`src/rtl/cap_cam_if_if.sv`:
```
// cap_cam_if_if: write-side port of the capture async FIFO.
//   FIFO_WR    write strobe, one per accepted pixel
//   FIFO_DATA  {SOF, R[7:0], G[7:0], B[7:0]}
//   FIFO_FULL  FIFO cannot accept a write this cycle
// master = pixel producer (camera front end), slave = FIFO write port.
interface cap_cam_if_if;
  logic        FIFO_WR;
  logic [24:0] FIFO_DATA;
  logic        FIFO_FULL;

  modport master (output FIFO_WR, output FIFO_DATA, input FIFO_FULL);
  modport slave  (input FIFO_WR, input FIFO_DATA, output FIFO_FULL);
endinterface

```
`src/rtl/cap_cam_if.sv`:
```
// cap_cam_if: camera-side capture front end (PCLK domain).
// Frames an OV7670-style RGB565 byte stream against the selected resolution,
// expands each pixel to RGB888 and writes it, tagged with start-of-frame,
// into the capture FIFO.
// Ports:
//   PCLK, PRST        pixel clock, synchronous active-high reset
//   CAPON             capture enable (already in PCLK domain)
//   RESOL[1:0]        00/11 VGA, 01 XGA, 10 SXGA; latched at frame start
//   VSYNC, HREF       camera frame sync / line valid
//   CAMDATA[7:0]      camera byte, two per pixel
//   fifo              FIFO write port (master side)
//   FRAME_DONE        one-cycle pulse after a complete frame
//   CAP_OVER          sticky: pixel dropped on FIFO_FULL
//   CAP_ERR           sticky: framing error
module cap_cam_if #(
  parameter int H_VGA  = 640,
  parameter int V_VGA  = 480,
  parameter int H_XGA  = 1024,
  parameter int V_XGA  = 768,
  parameter int H_SXGA = 1280,
  parameter int V_SXGA = 1024
) (
  input  logic               PCLK,
  input  logic               PRST,
  input  logic               CAPON,
  input  logic [1:0]         RESOL,
  input  logic               VSYNC,
  input  logic               HREF,
  input  logic [7:0]         CAMDATA,
  cap_cam_if_if.master       fifo,
  output logic               FRAME_DONE,
  output logic               CAP_OVER,
  output logic               CAP_ERR
);

  localparam logic [1:0] ST_IDLE    = 2'd0;
  localparam logic [1:0] ST_WAIT_VS = 2'd1;
  localparam logic [1:0] ST_ACTIVE  = 2'd2;
  localparam logic [1:0] ST_DONE    = 2'd3;

  localparam logic [10:0] HM_VGA  = 11'(H_VGA);
  localparam logic [10:0] VM_VGA  = 11'(V_VGA);
  localparam logic [10:0] HM_XGA  = 11'(H_XGA);
  localparam logic [10:0] VM_XGA  = 11'(V_XGA);
  localparam logic [10:0] HM_SXGA = 11'(H_SXGA);
  localparam logic [10:0] VM_SXGA = 11'(V_SXGA);

  // RGB565 split over two bytes, expanded by replicating the top bits.
  function automatic logic [23:0] expand_rgb565(input logic [7:0] hi, input logic [7:0] lo);
    logic [4:0] r5;
    logic [5:0] g6;
    logic [4:0] b5;
    r5 = hi[7:3];
    g6 = {hi[2:0], lo[7:5]};
    b5 = lo[4:0];
    return {r5, r5[4:2], g6, g6[5:4], b5, b5[4:2]};
  endfunction

  logic        vs_r, vs_d_r, href_r, href_d_r;
  logic [7:0]  data_r, hi_byte_r;
  logic [1:0]  state_r;
  logic [10:0] hmax_r, vmax_r, hcnt_r, vcnt_r;
  logic        phase_r, vs_seen_r, sof_pend_r;
  logic        pix_vld_r;
  logic [24:0] pix_data_r;
  logic        fifo_wr_r, frame_done_r, cap_over_r, cap_err_r;
  logic [24:0] fifo_data_r;

  logic [10:0] hmax_sel_s, vmax_sel_s;
  logic        href_rise_s, href_fall_s, vs_rise_s, cur_phase_s;
  logic        pix_done_s, overrun_s, clr_sticky_s;

  // Resolution decode for the latch points (IDLE exit and DONE).
  always_comb begin
    hmax_sel_s = HM_VGA;
    vmax_sel_s = VM_VGA;
    case (RESOL)
      2'b01:   begin hmax_sel_s = HM_XGA;  vmax_sel_s = VM_XGA;  end
      2'b10:   begin hmax_sel_s = HM_SXGA; vmax_sel_s = VM_SXGA; end
      default: begin hmax_sel_s = HM_VGA;  vmax_sel_s = VM_VGA;  end
    endcase
  end

  assign href_rise_s  = href_r & ~href_d_r;
  assign href_fall_s  = ~href_r & href_d_r;
  assign vs_rise_s    = vs_r & ~vs_d_r;
  // The first byte after an HREF rise is always phase 0, whatever phase_r holds.
  assign cur_phase_s  = href_rise_s ? 1'b0 : phase_r;
  assign pix_done_s   = (state_r == ST_ACTIVE) && href_r && !vs_rise_s && cur_phase_s;
  assign overrun_s    = pix_done_s && (hcnt_r == hmax_r);
  assign clr_sticky_s = (state_r == ST_IDLE) && CAPON;

  // Input stage: single register on every camera input, plus edge-detect copies.
  always_ff @(posedge PCLK) begin
    if (PRST) begin
      vs_r     <= 1'b0;
      vs_d_r   <= 1'b0;
      href_r   <= 1'b0;
      href_d_r <= 1'b0;
      data_r   <= 8'h00;
    end else begin
      vs_r     <= VSYNC;
      vs_d_r   <= vs_r;
      href_r   <= HREF;
      href_d_r <= href_r;
      data_r   <= CAMDATA;
    end
  end

  // Frame FSM, line/pixel counters, byte phase and framing-error flag.
  always_ff @(posedge PCLK) begin
    if (PRST) begin
      state_r    <= ST_IDLE;
      hmax_r     <= 11'd0;
      vmax_r     <= 11'd0;
      hcnt_r     <= 11'd0;
      vcnt_r     <= 11'd0;
      phase_r    <= 1'b0;
      hi_byte_r  <= 8'h00;
      vs_seen_r  <= 1'b0;
      sof_pend_r <= 1'b0;
      cap_err_r  <= 1'b0;
    end else begin
      case (state_r)
        ST_IDLE: begin
          if (CAPON) begin
            hmax_r    <= hmax_sel_s;
            vmax_r    <= vmax_sel_s;
            vs_seen_r <= 1'b0;
            cap_err_r <= 1'b0;
            state_r   <= ST_WAIT_VS;
          end
        end
        ST_WAIT_VS: begin
          if (!CAPON) begin
            state_r <= ST_IDLE;
          end else if (vs_seen_r && !vs_r) begin
            // vs_seen_r implies VSYNC was high, so low now is the falling edge
            hcnt_r     <= 11'd0;
            vcnt_r     <= 11'd0;
            phase_r    <= 1'b0;
            sof_pend_r <= 1'b1;
            vs_seen_r  <= 1'b0;
            state_r    <= ST_ACTIVE;
          end else if (vs_r) begin
            vs_seen_r <= 1'b1;
          end
        end
        ST_ACTIVE: begin
          if (vs_rise_s) begin
            // short frame: this pulse also serves as the next frame's VSYNC
            cap_err_r  <= 1'b1;
            vs_seen_r  <= 1'b1;
            sof_pend_r <= 1'b0;
            state_r    <= ST_WAIT_VS;
          end else if (href_fall_s) begin
            if ((hcnt_r != hmax_r) || phase_r) begin
              cap_err_r <= 1'b1;
            end
            vcnt_r  <= vcnt_r + 11'd1;
            hcnt_r  <= 11'd0;
            phase_r <= 1'b0;
            if ((vcnt_r + 11'd1) == vmax_r) begin
              state_r <= ST_DONE;
            end
          end else if (href_r) begin
            if (!cur_phase_s) begin
              hi_byte_r <= data_r;
              phase_r   <= 1'b1;
            end else begin
              phase_r    <= 1'b0;
              sof_pend_r <= 1'b0;
              if (overrun_s) begin
                cap_err_r <= 1'b1;
              end else begin
                hcnt_r <= hcnt_r + 11'd1;
              end
            end
          end
        end
        ST_DONE: begin
          hmax_r    <= hmax_sel_s;
          vmax_r    <= vmax_sel_s;
          vs_seen_r <= 1'b0;
          state_r   <= ST_WAIT_VS;
        end
        default: state_r <= ST_IDLE;
      endcase
    end
  end

  // Pixel stage: holds the assembled, expanded pixel for one cycle.
  always_ff @(posedge PCLK) begin
    if (PRST) begin
      pix_vld_r  <= 1'b0;
      pix_data_r <= 25'd0;
    end else begin
      pix_vld_r <= pix_done_s && !overrun_s;
      if (pix_done_s) begin
        pix_data_r <= {sof_pend_r, expand_rgb565(hi_byte_r, data_r)};
      end
    end
  end

  // Output stage: FIFO write (or drop on full), frame-done pulse, overflow flag.
  always_ff @(posedge PCLK) begin
    if (PRST) begin
      fifo_wr_r    <= 1'b0;
      fifo_data_r  <= 25'd0;
      frame_done_r <= 1'b0;
      cap_over_r   <= 1'b0;
    end else begin
      fifo_wr_r    <= pix_vld_r && !fifo.FIFO_FULL;
      frame_done_r <= (state_r == ST_DONE);
      if (pix_vld_r && !fifo.FIFO_FULL) begin
        fifo_data_r <= pix_data_r;
      end
      if (clr_sticky_s) begin
        cap_over_r <= 1'b0;
      end else if (pix_vld_r && fifo.FIFO_FULL) begin
        cap_over_r <= 1'b1;
      end
    end
  end

  assign fifo.FIFO_WR   = fifo_wr_r;
  assign fifo.FIFO_DATA = fifo_data_r;
  assign FRAME_DONE     = frame_done_r;
  assign CAP_OVER       = cap_over_r;
  assign CAP_ERR        = cap_err_r;

endmodule
```
`src/flat_wrapper.sv`:
```
// flat-port wrapper written by rule: the top's interface ports become plain ports
module cap_cam_if_flat 
#(
  parameter int H_VGA  = 640,
  parameter int V_VGA  = 480,
  parameter int H_XGA  = 1024,
  parameter int V_XGA  = 768,
  parameter int H_SXGA = 1280,
  parameter int V_SXGA = 1024
)
  (PCLK, PRST, CAPON, RESOL, VSYNC, HREF, CAMDATA, FRAME_DONE, CAP_OVER, CAP_ERR, fifo_FIFO_WR, fifo_FIFO_DATA, fifo_FIFO_FULL);
  cap_cam_if_if fifo_i ();
  input  logic PCLK;
  input  logic PRST;
  input  logic CAPON;
  input  logic [1:0] RESOL;
  input  logic VSYNC;
  input  logic HREF;
  input  logic [7:0] CAMDATA;
  output logic FRAME_DONE;
  output logic CAP_OVER;
  output logic CAP_ERR;
  output wire logic [$bits(fifo_i.FIFO_WR)-1:0] fifo_FIFO_WR;
  output wire logic [$bits(fifo_i.FIFO_DATA)-1:0] fifo_FIFO_DATA;
  input wire logic [$bits(fifo_i.FIFO_FULL)-1:0] fifo_FIFO_FULL;
  assign fifo_FIFO_WR = fifo_i.FIFO_WR;
  assign fifo_FIFO_DATA = fifo_i.FIFO_DATA;
  assign fifo_i.FIFO_FULL = fifo_FIFO_FULL;
  cap_cam_if #(.H_VGA(H_VGA), .V_VGA(V_VGA), .H_XGA(H_XGA), .V_XGA(V_XGA), .H_SXGA(H_SXGA), .V_SXGA(V_SXGA)) u_core (.PCLK(PCLK), .PRST(PRST), .CAPON(CAPON), .RESOL(RESOL), .VSYNC(VSYNC), .HREF(HREF), .CAMDATA(CAMDATA), .fifo(fifo_i), .FRAME_DONE(FRAME_DONE), .CAP_OVER(CAP_OVER), .CAP_ERR(CAP_ERR));
endmodule
```
`config.mk`:
```
export PLATFORM = sky130hd
export DESIGN_NAME = cap_cam_if_flat
export DESIGN_NICKNAME = d
export VERILOG_FILES = /design/src/rtl/cap_cam_if_if.sv /design/src/rtl/cap_cam_if.sv /design/src/flat_wrapper.sv
export SDC_FILE = /design/constraint.sdc
export NUM_CORES = 1
export LEC_CHECK = 0
export BUFFER_PORTS_ARGS = -buffer_cell sky130_fd_sc_hd__buf_2
export CAP_MARGIN = 25
export CORE_ASPECT_RATIO = 1.1
export CORE_UTILIZATION = 53
export CTS_CLUSTER_DIAMETER = 50
export DETAILED_ROUTE_END_ITERATION = 7
export GPL_ROUTABILITY_DRIVEN = 0
export GPL_TIMING_DRIVEN = 0
export HOLD_SLACK_MARGIN = 0.08
export PLACE_DENSITY = 0.73
export SLEW_MARGIN = 20
export SYNTH_ARGS = -nofsm -noshare
export SYNTH_HDL_FRONTEND = slang
export SYNTH_SLANG_ARGS = --single-unit
export TNS_END_PERCENT = 100
```
`constraint.sdc`:
```
create_clock -name PCLK -period 2.5 [get_ports PCLK]
set_input_delay 0.5 -clock PCLK [delete_from_list [all_inputs] [get_ports PCLK]]
set_output_delay 0.5 -clock PCLK [all_outputs]
set_load 0.01 [all_outputs]
```
==> reports/qor.yml, run 1 <==
seq_power_share_pct: 54.7
internal_power_mw: 1.97
critPathKind: "register to register"
grt_pass1_vias: 3131
wl_per_cell_um: 13.3
num_rows: 33
dp_hpwl_mm: 6.29
combPwrFrac_pct: 8.5
leakagePower_nw: 1.85
totalWireLength_mm: 8.82
core_sq_um: 7470
grt_setup_unrepaired: "false"
slowest_delay_ns: 0.37
placed_area_sq_um: 4450
ant_nets: 0
overflow: 0
crit_fanout: 10
io_buffers: 43
p_per_area_nw_per_um2: 584
finalSetupViolCount: 0
drc: 0
cp_top_family: "buffers and inverters"
antenna_cells: 0
grt_usage_pct: 22.9
cpMostUsedCell: "buf_4"
die_w_um: 85.9
clock_skew_ns: 0.0167
grt_max_degree: 20
ys_seq_area_share_pct: 44.4
drive_above_1_share_pct: 16.3
tightestPinTransition_ns: 0.627
root_buffer: "clkbuf_8"
synthArstFlopShare_pct: 0
start_util_pct: 54.9
outcome: "finished, final reports clean"
cp.depth: 11
final_cell_mix: "nand2_1, dfxtp_1, a21oi_1"
dp_cells: 647
clock-sinks: 91
max_freq_mhz: 425
path_cells: "inv_1 > ha_1 > buf_4 > inv_2 > or3_1 > buf_4 > nor3_4 > nor4bb_1 > buf_2 > a21o_1 > a21oi_2"
pwr-share-clk_pct: 36.8
synth_cell_types: 60
clock_tree.buffer_depth: 2
clk_latency_ns: 0.37
clk_pin_slew_ns: 0.11
crit_buf_inv: 5
worst_path_max_delay_cell: "or3_1"
vias: 3559
p_sw_mw: 0.771
die-area_sq_um: 8100
vdd_drop_max_uv: 417
ys_ff_latch: 91
hold_viol_final: 0
yosys_warnings: 0
synthCells: 499
layout_commonest_cell: "nand2_1"
drv_slew: 0
num_io_pins: 45
synth-edff-count: 0
initialDrtViolationCount: 178
syn_area_sq_um: 4100
nets: 580
cts_tree: "done"
hold_path_depth: 2
syn-num-nets: 525
num-fill-cells: 696
drt-pass1-iter-count: 5
stdcell_count: 664
worst_ep_required_time_ns: 2.80
maxSlewHeadroom_pct: 57.9
grt_pass1_wl_mm: 14.6
cts_hold_buffers: 0
swShare_pct: 28.2
ff2ff_path_depth: 11
final_cell_area_sq_um: 4680
layout-area-overhead-vs-synth_pct: 14.1
arrival_ns: 2.66
avgSynthCellArea_sq_um: 8.22
cts_buffers: 9
dominantRegCellSynth: "dfxtp_1"
fin_crit_sh_pct: 94.2
maxCapViolCount: 0
hold_path_class: "input port to register"
critPathCaptureType: "register"
period_needed_ns: 2.35
htreeDepth: 3
vias_per_cell: 5.36
critPathLaunchType: "register"
die_height_um: 94.3
antenna_found_initial: 0
[per-stage QoR]
stage | hold WS, ns | utilization, % | setup WS (ns) | total power [mW] | setup TNS [ns]
final | 0.330 | 62.7 | 0.146 | 2.74 | 0
after floorplan | 0.431 | - | 0.358 | 1.69 | 0
after CTS | 0.318 | 62.3 | 0.0841 | 2.74 | 0
after detailed placement | 0.445 | 59.6 | -0.0327 | 1.75 | -0.0659
after global routing | 0.328 | 62.7 | 0.0289 | 2.85 | 0
after global placement | 0.440 | 59.6 | 0.0239 | 1.75 | 0
[final timing paths]
path / end / slack [ns] / startpoint
min: u_core.data_r[4] / 0.33 / CAMDATA[4]
min reg2reg: u_core.fifo.FIFO_DATA[3] / 0.45 / u_core.pix_data_r[3]
max reg2reg: u_core.hcnt_r[4] / 0.15 / u_core.state_r[0]
max: u_core.hcnt_r[4] / 0.15 / u_core.state_r[0]
[power by group through the flow]
stage	sequential, mW	clock (mW)	combinational (mW)
2_1_floorplan	1.52	0	0.166
3_3_place_gp	1.53	0	0.218
3_5_place_dp	1.53	0	0.224
4_1_cts	1.50	1.02	0.227
5_1_grt	1.50	1.09	0.257
6_report	1.50	1.01	0.234
[area by class of cell]
class / instances / area (sq um) / share of cell area (%)
clock buffers: 9 / 124 / 2.64
inverters: 16 / 60.1 / 1.28
flip-flops and latches: 91 / 1820 / 38.9
clock inverters: 7 / 78.8 / 1.68
repair buffers: 44 / 223 / 4.75
plain buffers: 38 / 191 / 4.09
multi-input cells: 354 / 2050 / 43.8
well taps: 105 / 131 / 2.80
[kinds of logic (layout without fill, tap and decap cells)]
| family | after synthesis | in the layout | share of synthesized area (%) |
|---|---|---|---|
| compound gates | 105 | 105 | 15.2 |
| xor+xnor | 13 | 13 | 2.77 |
| mux | 15 | 15 | 3.69 |
| simple gates | 211 | 211 | 24.8 |
| fa+ha+maj | 10 | 10 | 3.05 |
| buf+inv | 54 | 114 | 6.13 |
| flops | 91 | 91 | 44.4 |
[sequential cells by signal, indices dropped and copies added (netlist names), 2 cells and up]
| name | count |
|---|---|
| u_core.hcnt_r | 11 |
| u_core.state_r | 2 |
| u_core.vcnt_r | 11 |
| u_core.hmax_r | 3 |
| u_core.pix_data_r | 17 |
| u_core.data_r | 8 |
| u_core.fifo.FIFO_DATA | 17 |
| u_core.hi_byte_r | 8 |
| u_core.vmax_r | 2 |
[per-layer routing]
| metal | vias to the layer above | part of all wire [%] | wire length, um | track usage, % |
|---|---|---|---|---|
| met2 | 99 | 47 | 4120 | 36.6 |
| li1 | 1789 | - | - | - |
| met3 | 19 | 4.1 | 360 | 4.75 |
| met1 | 1652 | 47 | 4160 | 30.3 |
| met5 | - | 0 | 0 | 0 |
| met4 | 0 | 2.0 | 180 | 8.33 |
[cell usage after synthesis (3+ instances only)]
cell,count,share of area (%)
inv_1,15,1.4
buf_2,5,0.61
a211oi_1,4,0.73
and3_1,5,0.76
a21o_1,4,0.73
nand2b_1,10,1.5
xor2_1,3,0.64
a21oi_1,49,6.0
dfxtp_1,91,44
o21ai_0,20,2.4
nor3_1,11,1.3
nand4_1,3,0.46
a31oi_1,7,1.1
nor2b_1,18,2.7
ha_1,10,3.0
nor3b_1,3,0.55
a22o_1,3,0.64
nor2_1,39,3.6
nand2_1,90,8.2
buf_4,11,2.0
xnor2_1,10,2.1
nand3_1,11,1.3
mux2i_1,14,3.4
or3_1,3,0.46
clkbuf_1,19,1.7
[what timing repair did]
action	in CTS	in global routing
resized for setup	1	6
setup buffers	0	1
pin swaps	0	1
endpoints found under the setup margin	5	12
No activity file was read; power rests on OpenSTA's default activity.
==> run 2: changes to the inputs <==
--- a/config.mk
+++ b/config.mk
@@ -7,7 +7,7 @@
 export LEC_CHECK = 0
 export BUFFER_PORTS_ARGS = -buffer_cell sky130_fd_sc_hd__buf_2
 export CAP_MARGIN = 25
-export CORE_ASPECT_RATIO = 1.1
+export CORE_ASPECT_RATIO = 0.6
 export CORE_UTILIZATION = 53
 export CTS_CLUSTER_DIAMETER = 50
 export DETAILED_ROUTE_END_ITERATION = 7
@@ -15,6 +15,7 @@
 export GPL_TIMING_DRIVEN = 0
 export HOLD_SLACK_MARGIN = 0.08
 export PLACE_DENSITY = 0.73
+export RECOVER_POWER = 50
 export SLEW_MARGIN = 20
 export SYNTH_ARGS = -nofsm -noshare
 export SYNTH_HDL_FRONTEND = slang
==> constraint.sdc (replaced) <==
create_clock -name PCLK -period 2.5 [get_ports PCLK]
set_input_delay 0.125 -clock PCLK [delete_from_list [all_inputs] [get_ports PCLK]]
set_output_delay 0.125 -clock PCLK [all_outputs]
set_load 0.01 [all_outputs]
==> run 2 against run 1 <==
  * Combinational power increased by 6%
  * Cell area increased by 3.3%
  * Count of clock-buffer cells in the layout increased by 2
  * Fmax decreased by 0.39%
  * Total power increased by 9.5%
  * Worst setup slack got worse by 0.0092 ns
  * Via count increased by 1.6%
  * Non-clock buffer count increased by 12
  * Critical endpoint unchanged
  * Largest power group unchanged
  * Highest routed layer unchanged
==> reports/qor.yml, run 2 (synthesis results as in run 1) <==
outcome: "finished, final reports clean"
layout_commonest_cell: "nand2_1"
root_buffer: "clkbuf_16"
vias_per_cell: 5.36  # about the same
maxCapViolCount: 0  # unchanged
drive_above_1_share_pct: 10.9  # -5.4 points
core_sq_um: 7390  # -1.2%
clk_pin_slew_ns: 0.06  # -0.05 ns
final_core_util_pct: 65.5  # +2.8 points
drv_slew: 0  # unchanged
start_util_pct: 55.6  # +0.64 points
vias: 3615  # +1.6%
grt_usage_pct: 25.2  # +2.4 points
critPathKind: "register to register"
overflow: 0  # unchanged
nets: 592  # +2.1%
max_freq_mhz: 423  # -0.39%
totalPowerFinal_mw: 3.00  # +9.5%
hold_path_depth: 3  # +1
initialDrtViolationCount: 322  # +81%
grt_max_degree: 16  # -20%
clock_skew_ns: 0.00791  # -0.00881 ns
wl_per_cell_um: 14.0  # +5.5%
clock-sinks: 91  # unchanged
finalSetupViolCount: 0  # unchanged
tightestPinTransition_ns: 0.625  # -0.00183 ns
die_height_um: 70.2  # -26%
antenna_cells: 0  # unchanged
layout-area-overhead-vs-synth_pct: 18.0
hold_viol_final: 0  # unchanged
ant_nets: 0  # unchanged
leakagePower_nw: 1.80  # -2.6%
final_cell_mix: "nand2_1, dfxtp_1, clkbuf_1"
ff2ff_path_depth: 10  # -1
dp_hpwl_mm: 6.70  # +6.4%
critPathCaptureType: "register"
cts_buffers: 9  # unchanged
die-area_sq_um: 8110  # +0.14%
totalWireLength_mm: 9.46  # +7.3%
fin_crit_sh_pct: 94.5  # +0.37 points
arrival_ns: 2.65  # about the same
drc: 0  # unchanged
grt_pass1_vias: 3238  # +3.4%
worst_ep_required_time_ns: 2.78  # -0.02 ns
vdd_drop_max_uv: 454  # +8.9%
p_per_area_nw_per_um2: 619  # +6.0%
num_io_pins: 45  # unchanged
num-fill-cells: 650  # -6.6%
crit_fanout: 8  # -2
drt-pass1-iter-count: 5  # unchanged
critPathLaunchType: "register"
grt_pass1_wl_mm: 15.6  # +7.2%
hold_path_class: "input port to register"
final_cell_area_sq_um: 4840  # +3.3%
io_buffers: 43  # unchanged
die_w_um: 116  # +35%
period_needed_ns: 2.36  # +0.00924 ns
htreeDepth: 3  # unchanged
num_rows: 24  # -27%
antenna_found_initial: 0  # unchanged
maxSlewHeadroom_pct: 58.0  # +0.12 points
cts_tree: "done"
clock_tree.buffer_depth: 2  # unchanged
clk_latency_ns: 0.35  # -0.02 ns
placed_area_sq_um: 4450  # about the same
run 2: changes by cell type in the layout (fill, tap and decap cells not counted), sizes merged:
cell and change:
clkbuf +32, clkinvlp +1, dlygate4sd3 +11, inv -3, buf -29
run 2: worst max-delay path: stages (launching register included):
cell and delay [ns]:
dfxtp_1 0.36, inv_1 0.10, ha_2 0.24, and4b_1 0.26
a31oi_2 0.08, or2_0 0.24, clkbuf_1 0.20, nor4bb_1 0.35
buf_4 0.22, nand3_1 0.10, a21oi_2 0.14
run 2: cell type report:
type                            instances  area (sq um)  share of cell area, %
Sequential cell                        91          1820                   37.7
Clock inverter                          5          38.8                  0.801
Tap cell                              104           130                   2.69
Clock buffer                           11           233                   4.81
Buffer                                 38           194                   4.01
Inverter                               16          60.1                   1.24
Multi-Input combinational cell        354          2060                   42.5
Timing Repair Buffer                   56           305                   6.31
run 2: repair_timing:
item | CTS | global route
hold buffers | 11 | 0
buffers inserted | 0 | 2
pin swaps | 0 | 1
cloned | 0 | 0
resized for setup | 1 | 7
hold endpoints to repair | 11 | 0
setup endpoints to repair | 5 | 16
run 2: where the power goes:
group	total [mW]	switching [mW]	leakage, nW	internal [mW]
clock network	1.25	0.573	0.130	0.679
registers	1.50	0.0217	0.738	1.48
logic	0.247	0.148	0.930	0.0990
run 2: per-stage QoR:
step	std cells	setup TNS (ns)	hold WS, ns	setup slack (ns)
2_1_floorplan	499	0	0.221	0.358
3_3_place_gp	646	0	0.332	0.0564
3_5_place_dp	646	-0.155	0.338	-0.0625
4_1_cts	673	0	0.125	0.0715
5_1_grt	675	-0.0143	0.157	-0.0116
6_report	675	0	0.128	0.136
run 2: metal layers:
layer	wire length [um]	up-vias	global-route usage, %
met5	0	-	0
met4	96	0	7.36
met3	624	8	6.25
met2	3840	109	34.7
met1	4900	1684	38.3
li1	-	1814	-
run 2: worst paths after layout:
path | startpoint | to | slack (ns)
max | u_core.state_r[1] | u_core.hcnt_r[4] | 0.14
min | fifo_FIFO_FULL | u_core.CAP_OVER | 0.13
max reg2reg | u_core.state_r[1] | u_core.hcnt_r[4] | 0.14
min reg2reg | u_core.pix_data_r[15] | u_core.fifo.FIFO_DATA[15] | 0.45
